===== config.mk =====
export PLATFORM = sky130hd
export DESIGN_NAME = muldiv_hilo
export DESIGN_NICKNAME = d
export VERILOG_FILES = /design/src/rtl/mips_pkg.sv /design/src/rtl/muldiv_hilo.sv
export SDC_FILE = /design/constraint.sdc
export NUM_CORES = 1
export LEC_CHECK = 0
export CORE_MARGIN = 10
export CORE_UTILIZATION = 29
export DETAILED_ROUTE_END_ITERATION = 10
export GPL_TIMING_DRIVEN = 0
export PLACE_DENSITY_LB_ADDON = 0.3
export SLEW_MARGIN = 20
export SYNTH_ARGS = -nofsm -noshare
export SYNTH_HDL_FRONTEND = slang
export SYNTH_SLANG_ARGS = --single-unit
export TNS_END_PERCENT = 20

===== constraint.sdc =====
create_clock -name clk -period 12.25 [get_ports clk]
set_input_delay 3.675 -clock clk [delete_from_list [all_inputs] [get_ports clk]]
set_output_delay 3.675 -clock clk [all_outputs]
set_load 0.005 [all_outputs]

===== src/rtl/mips_pkg.sv =====
// Shared definitions for the multiply/divide unit: op and state encodings
// plus the sign-magnitude helper used when an operation is accepted.
package mips_pkg;

    localparam int unsigned MD_WIDTH = 32;

    localparam logic [1:0] MD_MULT  = 2'b00;
    localparam logic [1:0] MD_MULTU = 2'b01;
    localparam logic [1:0] MD_DIV   = 2'b10;
    localparam logic [1:0] MD_DIVU  = 2'b11;

    typedef enum logic [1:0] {IDLE, RUN, FIN} md_state_e;

    function automatic logic [MD_WIDTH-1:0] to_mag(input logic [MD_WIDTH-1:0] v,
                                                   input logic                is_signed);
        return (is_signed && v[MD_WIDTH-1]) ? -v : v;
    endfunction

endpackage


===== src/rtl/muldiv_hilo.sv =====
// Iterative MIPS multiply/divide unit owning HI/LO: one bit per cycle on a
// shared 2*WIDTH accumulator, signs applied when the result is committed.
module muldiv_hilo
    import mips_pkg::*;
#(
    parameter int unsigned WIDTH = MD_WIDTH
) (
    input  logic             clk,
    input  logic             rst,
    input  logic             start,
    input  logic [1:0]       op,
    input  logic [WIDTH-1:0] a,
    input  logic [WIDTH-1:0] b,
    input  logic             mthi,
    input  logic             mtlo,
    input  logic [WIDTH-1:0] wdata,
    output logic             busy,
    output logic             done,
    output logic [WIDTH-1:0] hi,
    output logic [WIDTH-1:0] lo
);

    localparam int unsigned CW = $clog2(WIDTH);

    md_state_e          state_q, state_d;
    logic [CW-1:0]      cnt_q, cnt_d;
    logic [2*WIDTH-1:0] acc_q, acc_d;
    logic [WIDTH-1:0]   opd_q, opd_d;
    logic [WIDTH-1:0]   a_q, a_d;
    logic               is_div_q, is_div_d;
    logic               sgn_q, sgn_d;
    logic               rsgn_q, rsgn_d;
    logic               dz_q, dz_d;
    logic [WIDTH-1:0]   hi_q, hi_d, lo_q, lo_d;
    logic               busy_q, busy_d, done_q, done_d;

    logic               is_sig;
    logic [WIDTH-1:0]   ma, mb;
    logic [WIDTH:0]     mul_sum, rem_sh, diff;
    logic [2*WIDTH-1:0] prod;
    logic [WIDTH-1:0]   quot, rem;

    always_comb begin
        state_d  = state_q;
        cnt_d    = cnt_q;
        acc_d    = acc_q;
        opd_d    = opd_q;
        a_d      = a_q;
        is_div_d = is_div_q;
        sgn_d    = sgn_q;
        rsgn_d   = rsgn_q;
        dz_d     = dz_q;
        hi_d     = hi_q;
        lo_d     = lo_q;
        done_d   = 1'b0;

        is_sig = ~op[0];
        ma     = to_mag(a, is_sig);
        mb     = to_mag(b, is_sig);

        // Multiply: add multiplicand into the upper half, shift right.
        mul_sum = {1'b0, acc_q[2*WIDTH-1:WIDTH]} + {1'b0, (acc_q[0] ? opd_q : '0)};
        // Divide: shift next dividend bit into the partial remainder, trial subtract.
        rem_sh  = acc_q[2*WIDTH-1:WIDTH-1];
        diff    = rem_sh - {1'b0, opd_q};

        prod = sgn_q  ? -acc_q : acc_q;
        quot = sgn_q  ? -acc_q[WIDTH-1:0] : acc_q[WIDTH-1:0];
        rem  = rsgn_q ? -acc_q[2*WIDTH-1:WIDTH] : acc_q[2*WIDTH-1:WIDTH];

        unique case (state_q)
            IDLE: begin
                if (mthi) hi_d = wdata;
                if (mtlo) lo_d = wdata;
                if (start) begin
                    state_d  = RUN;
                    cnt_d    = '0;
                    is_div_d = op[1];
                    a_d      = a;
                    acc_d    = {{WIDTH{1'b0}}, (op[1] ? ma : mb)};
                    opd_d    = op[1] ? mb : ma;
                    sgn_d    = is_sig & (a[WIDTH-1] ^ b[WIDTH-1]);
                    rsgn_d   = is_sig & a[WIDTH-1];
                    dz_d     = (b == '0);
                end
            end
            RUN: begin
                if (is_div_q) begin
                    acc_d = {(diff[WIDTH] ? rem_sh[WIDTH-1:0] : diff[WIDTH-1:0]),
                             acc_q[WIDTH-2:0], ~diff[WIDTH]};
                end else begin
                    acc_d = {mul_sum, acc_q[WIDTH-1:1]};
                end
                cnt_d = cnt_q + 1'b1;
                if (cnt_q == CW'(WIDTH - 1)) state_d = FIN;
            end
            FIN: begin
                state_d = IDLE;
                done_d  = 1'b1;
                if (!is_div_q) begin
                    {hi_d, lo_d} = prod;
                end else if (dz_q) begin
                    hi_d = a_q;
                    lo_d = '1;
                end else begin
                    hi_d = rem;
                    lo_d = quot;
                end
            end
            default: state_d = IDLE;
        endcase

        busy_d = (state_d == RUN);
    end

    always_ff @(posedge clk or posedge rst) begin
        if (rst) begin
            state_q  <= IDLE;
            cnt_q    <= '0;
            acc_q    <= '0;
            opd_q    <= '0;
            a_q      <= '0;
            is_div_q <= 1'b0;
            sgn_q    <= 1'b0;
            rsgn_q   <= 1'b0;
            dz_q     <= 1'b0;
            hi_q     <= '0;
            lo_q     <= '0;
            busy_q   <= 1'b0;
            done_q   <= 1'b0;
        end else begin
            state_q  <= state_d;
            cnt_q    <= cnt_d;
            acc_q    <= acc_d;
            opd_q    <= opd_d;
            a_q      <= a_d;
            is_div_q <= is_div_d;
            sgn_q    <= sgn_d;
            rsgn_q   <= rsgn_d;
            dz_q     <= dz_d;
            hi_q     <= hi_d;
            lo_q     <= lo_d;
            busy_q   <= busy_d;
            done_q   <= done_d;
        end
    end

    assign busy = busy_q;
    assign done = done_q;
    assign hi   = hi_q;
    assign lo   = lo_q;

endmodule


== Word-level counts from Yosys, hierarchy flattened ==
Index checks and enable logic that the tools add are counted.

* Register bits after elaboration: 205
* Bits in latches: 0
* RAM bits: 0
* ROM bits: 0
* Input bits: 103
* Output and inout port bits: 66
* Memories: 0

* Add/sub/neg operators: 8
* Multiply operators: 0
* Divide/modulo/power cells: 0
* $lt $le $gt $ge: 0
* Equal/unequal tests: 7
* Shift-type cells: 0
* Multiplexer cells: 26
* Bitwise logic cells: 5
* Reductions and logical operators: 10

{| class="wikitable"
|+ Operator list
! kind !! number
|-
| $mux 32 || 14
|-
| $mux 64 || 3
|-
| $neg 32->32 || 4
|-
| $pmux 32 s2 || 2
|-
| $pmux 64 s2 || 1
|-
| $neg 64->64 || 1
|-
| $add 32x32->33 || 1
|-
| $sub 33x32->33 || 1
|-
| $logic_not 32->1 || 1
|-
| $pmux 5 s2 || 1
|-
| $reduce_and 2->1 || 4
|-
| $ne 2x2->1 const B || 3
|-
| $add 5x1->5 const B || 1
|-
| $eq 5x5->1 const B || 1
|-
| $mux 5 || 1
|-
| $eq 2x1->1 const B || 2
|-
| $mux 2 || 2
|-
| $pmux 2 s2 || 1
|-
| $reduce_bool 2->1 || 2
|-
| $and 1x1->1 || 2
|-
| $eq 2x2->1 const B || 1
|-
| $logic_and 1x1->1 || 2
|-
| $logic_not 2->1 || 1
|-
| $not 1->1 || 2
|-
| 2 further kinds || 2
|}

== Logic depth before layout (Yosys ltp) ==
* Depth after elaboration: 6
* Mapped depth: 14
* Depth with buffers taken out: 13

== Least setup slack after synthesis ==
OpenSTA, ideal clock, no wires.

* Path kind: input to register
* From: in b[13]
* To: reg acc_q[25]
* Arrival: 5.898 ns
* Required time: 12.124 ns
* Slack: 6.226 ns
* Stages on the path: 8
* Buffers on the path: 0
* Cells stage by stage: or4_4 -> or4_4 -> or4_4 -> o41ai_4 -> xor2_1 -> nor3_1 -> a311oi_1 -> nor2_1

* Longest elaborated chain between the ends: 5

{| class="wikitable"
|+ RTL lines
! item !! line !! source
|-
| from (decl) || muldiv_hilo.sv:13 || <nowiki>input logic [WIDTH-1:0] b,</nowiki>
|-
| $neg 32->32 || mips_pkg.sv:16 || <nowiki>return (is_signed && v[MD_WIDTH-1]) ? -v : v;</nowiki>
|-
| $mux 32 || mips_pkg.sv:16 ||
|-
| $mux 32 || muldiv_hilo.sv:80 || <nowiki>acc_d = {{WIDTH{1'b0}}, (op[1] ? ma : mb)};</nowiki>
|-
| $mux 64 || muldiv_hilo.sv:75 || <nowiki>if (start) begin</nowiki>
|-
| $pmux 64 s2 || muldiv_hilo.sv:71 || <nowiki>unique case (state_q)</nowiki>
|-
| to (signal assigned) || muldiv_hilo.sv:120 || <nowiki>acc_q <= '0;</nowiki>
|-
| to (signal assigned) || muldiv_hilo.sv:134 || <nowiki>acc_q <= acc_d;</nowiki>
|-
| to (decl) || muldiv_hilo.sv:27 || <nowiki>logic [2*WIDTH-1:0] acc_q, acc_d;</nowiki>
|}

Every way passes these cells. The select of a mux whose other input is x is not followed.
A chain may end at the register's enable or synchronous reset.

== Worst setup path in the final report ==
* From: in a[2]
* To: reg acc_q[28]

* Longest elaborated chain between the ends: 5

{| class="wikitable"
|+ RTL lines
! item !! line !! source
|-
| from (decl) || muldiv_hilo.sv:12 || <nowiki>input logic [WIDTH-1:0] a,</nowiki>
|-
| $neg 32->32 || mips_pkg.sv:16 ||
|-
| $mux 32 || mips_pkg.sv:16 ||
|-
| $mux 32 || muldiv_hilo.sv:80 ||
|-
| $mux 64 || muldiv_hilo.sv:75 ||
|-
| $pmux 64 s2 || muldiv_hilo.sv:71 ||
|}

Every way passes these cells. The select of a mux whose other input is x is not followed.

==> impl_metrics.json <==
{
  "status": "finished, final reports clean",
  "antenna_found_initial": 3,
  "power_leakage_nw": 8.46,
  "grt_max_degree": 95,
  "worstSetupPathType": "in -> reg",
  "synth_nets": 2383,
  "synth_top_cell_by_area": "dfrtp_1",
  "cts_buffers": 27,
  "nets": 2581,
  "synth_cell_type_count": 84,
  "clk_latency_ns": 0.58,
  "yosys.area.top_type_share": 0.300,
  "crit_path_end_kind": "register",
  "peakVddDrop_mv": 0.128,
  "design_area_um2": 20800,
  "utilization": 0.358,
  "period_minus_slack_ns": 6.84,
  "clkSinkCount": 205,
  "grt_pass1_vias": 17800,
  "rrSetupSlack_ns": 7.48,
  "critical_path_arrival_ns": 7.24,
  "hold_viol": 0,
  "clkTransAtPathRegs_ns": 0.06,
  "busiest_layer": "met2",
  "io_pins": 169,
  "path_max_fanout": 6,
  "met3_usage": 0.0492,
  "cts_root_buffer": "clkbuf_16",
  "ys_top_cells_by_count": "nand2_1 (329), o21ai_0 (236), dfrtp_1 (205)",
  "whs_path_depth": 2,
  "ys_top_cells_by_area": "dfrtp_1 (30%), nand2_1 (7.2%), o21ai_0 (6.9%)",
  "drcViolationCount": 0,
  "start_util": 0.295,
  "place_inst": 3142,
  "synth_area_per_cell_um2": 7.75,
  "holdPathEnd": "opd_q[2]",
  "rows": 88,
  "finalPower_mw": 6.25,
  "drive_gt1_frac": 0.0383,
  "placed_area_um2": 19800,
  "syn_area_um2": 17100,
  "powerDensity_nw_per_um2": 301,
  "slew_viol_final": 0,
  "critical_path_required_ns": 12.65,
  "slew_headroom": 0.283,
  "maxCapViolations": 0,
  "rsz0062_at_grt": "no",
  "synth_edf_count": 0,
  "overflow": 0,
  "dp_hpwl_um": 66500,
  "first_iter_violations": 1685,
  "cts_resized": 0,
  "drt_wl_total_um": 81200,
  "cts_tree": "done",
  "vias": 18200,
  "cts-hold-fix-buffers": 0,
  "critPathLaunchType": "primary input",
  "pre_cts_ws_ns": 4.95,
  "postRouteAntennaNets": 0,
  "worstSetupStartpoint": "a[2]",
  "diodes": 0,
  "holdCritStartpoint": "opd_q[2]",
  "die_w_um": 263,
  "worst_slack_ns": 5.41,
  "cts_max_level": 1,
  "synth.most_common_cell": "nand2_1",
  "ys_seq_area_frac": 0.300,
  "cts_setup_buffers": 0,
  "synth_ff_type": "dfrtp_1",
  "hold_class": "reg -> reg",
  "coreArea_um2": 58000,
  "finalCritPeriodShare": 0.559,
  "timing.rr.start": "acc_q[31]",
  "clockBufferDepth": 3,
  "avgRoutedWirePerCell_um": 25.4,
  "port_buffers": 167,
  "finClkSkew_ns": 0.0318,
  "clock.fmax_ghz": 0.146,
  "routed_via_density": 5.70,
  "yosys_warnings": 0,
  "place_congestion": 0.998,
  "dr.pass1.iters": 5,
  "grt_pass1_wl_um": 118000,
  "area_growth_pct": 21.3,
  "track_usage": 0.223,
  "chipHeight_um": 263,
  "finalSetupTns_ns": 0,
  "grt_util_met1": 0.285,
  "async_reset_ff_frac": 1.00,
  "synth_cells": 2208,
  "worstMarginPinSlew_ns": 1.07,
  "use_met2": 0.355,
  "r2r_cells": 14,
  "synth-seq-cells": 205,
  "setup_viol_count_final": 0,
  "die_area_um2": 69100,
  "hold-worst-slack_ns": 0.481,
  "fin_cells": 3192,
  "reg2reg_to": "acc_q[33]"
}
## critical path, stage by stage
cell and delay [ns]:
clkdlybuf4s50_1 0.55, nor4_1 0.74, nand4_1 0.40, nor3_1 0.41, nand2_1 0.20, o31ai_1 0.32, xor2_1 0.40, nand2_1 0.09
o21ai_0 0.23, o221ai_1 0.22
## power by group
| group | switching (mW) | internal [mW] | total, mW |
|---|---|---|---|
| clock network | 0.336 | 0.509 | 0.845 |
| logic | 2.46 | 1.55 | 4.00 |
| registers | 0.389 | 1.01 | 1.40 |
| total | 3.18 | 3.07 | 6.25 |
## flip-flops by register name, indices dropped and copies added, names as in the netlist, 2 cells and up
register / count
opd_q: 32
state_q: 2
cnt_q: 5
hi: 32
lo: 32
a_q: 32
acc_q: 64
## layout make-up
class,instances,area (um2)
clock inverters,15,169
multi-input cells,1786,11100
clock buffers,35,776
fillers,6061,37300
inverters,58,225
repair buffers,169,1730
flip-flops and latches,205,5130
plain buffers,159,637
well taps,765,957
## worst max path at each step
| stage | end | slack [ns] |
|---|---|---|
| global placement | lo[5] | -0.06 |
| finish | acc_q[28] | 5.41 |
| detailed placement | acc_q[28] | 4.95 |
| global route | acc_q[28] | 5.13 |
| floorplan | a_q[0] | 2.98 |
| CTS | acc_q[28] | 5.54 |
## kinds of logic after synthesis
group / after synthesis / share of synthesized area
AO/OA/AOI/OAI: 702 / 0.255
XOR/XNOR: 186 / 0.0952
adder cells (fa/ha/maj): 72 / 0.0535
buffers and inverters: 217 / 0.0499
flip-flops: 205 / 0.300
multiplexers: 67 / 0.0396
AND/OR/NAND/NOR: 759 / 0.207
## layout by cell type, fill, tap and decap left out, types with 33 or more instances in the layout
| cell type | instances |
|---|---|
| nand2_1 | 329 |
| o21ai_0 | 236 |
| dfrtp_1 | 205 |
| nor2_1 | 178 |
| clkdlybuf4s50_1 | 167 |
| a21oi_1 | 161 |
| clkbuf_1 | 136 |
| xnor2_1 | 94 |
| xor2_1 | 92 |
| ha_1 | 70 |
| mux2i_1 | 62 |
| inv_1 | 55 |
| o22ai_1 | 42 |
| nand3_1 | 36 |
| nor3_1 | 34 |
| a21o_1 | 33 |
## routing by layer
metal / wire, um / part of all wire / vias to the layer above
met2: 36700 / 0.45 / 699
met5: 9 / 0.00011 / -
li1: - / - / 8344
met1: 34700 / 0.43 / 8999
met4: 3710 / 0.046 / 2
met3: 5980 / 0.074 / 143
Note: power is estimated with default switching activity, not from simulation.
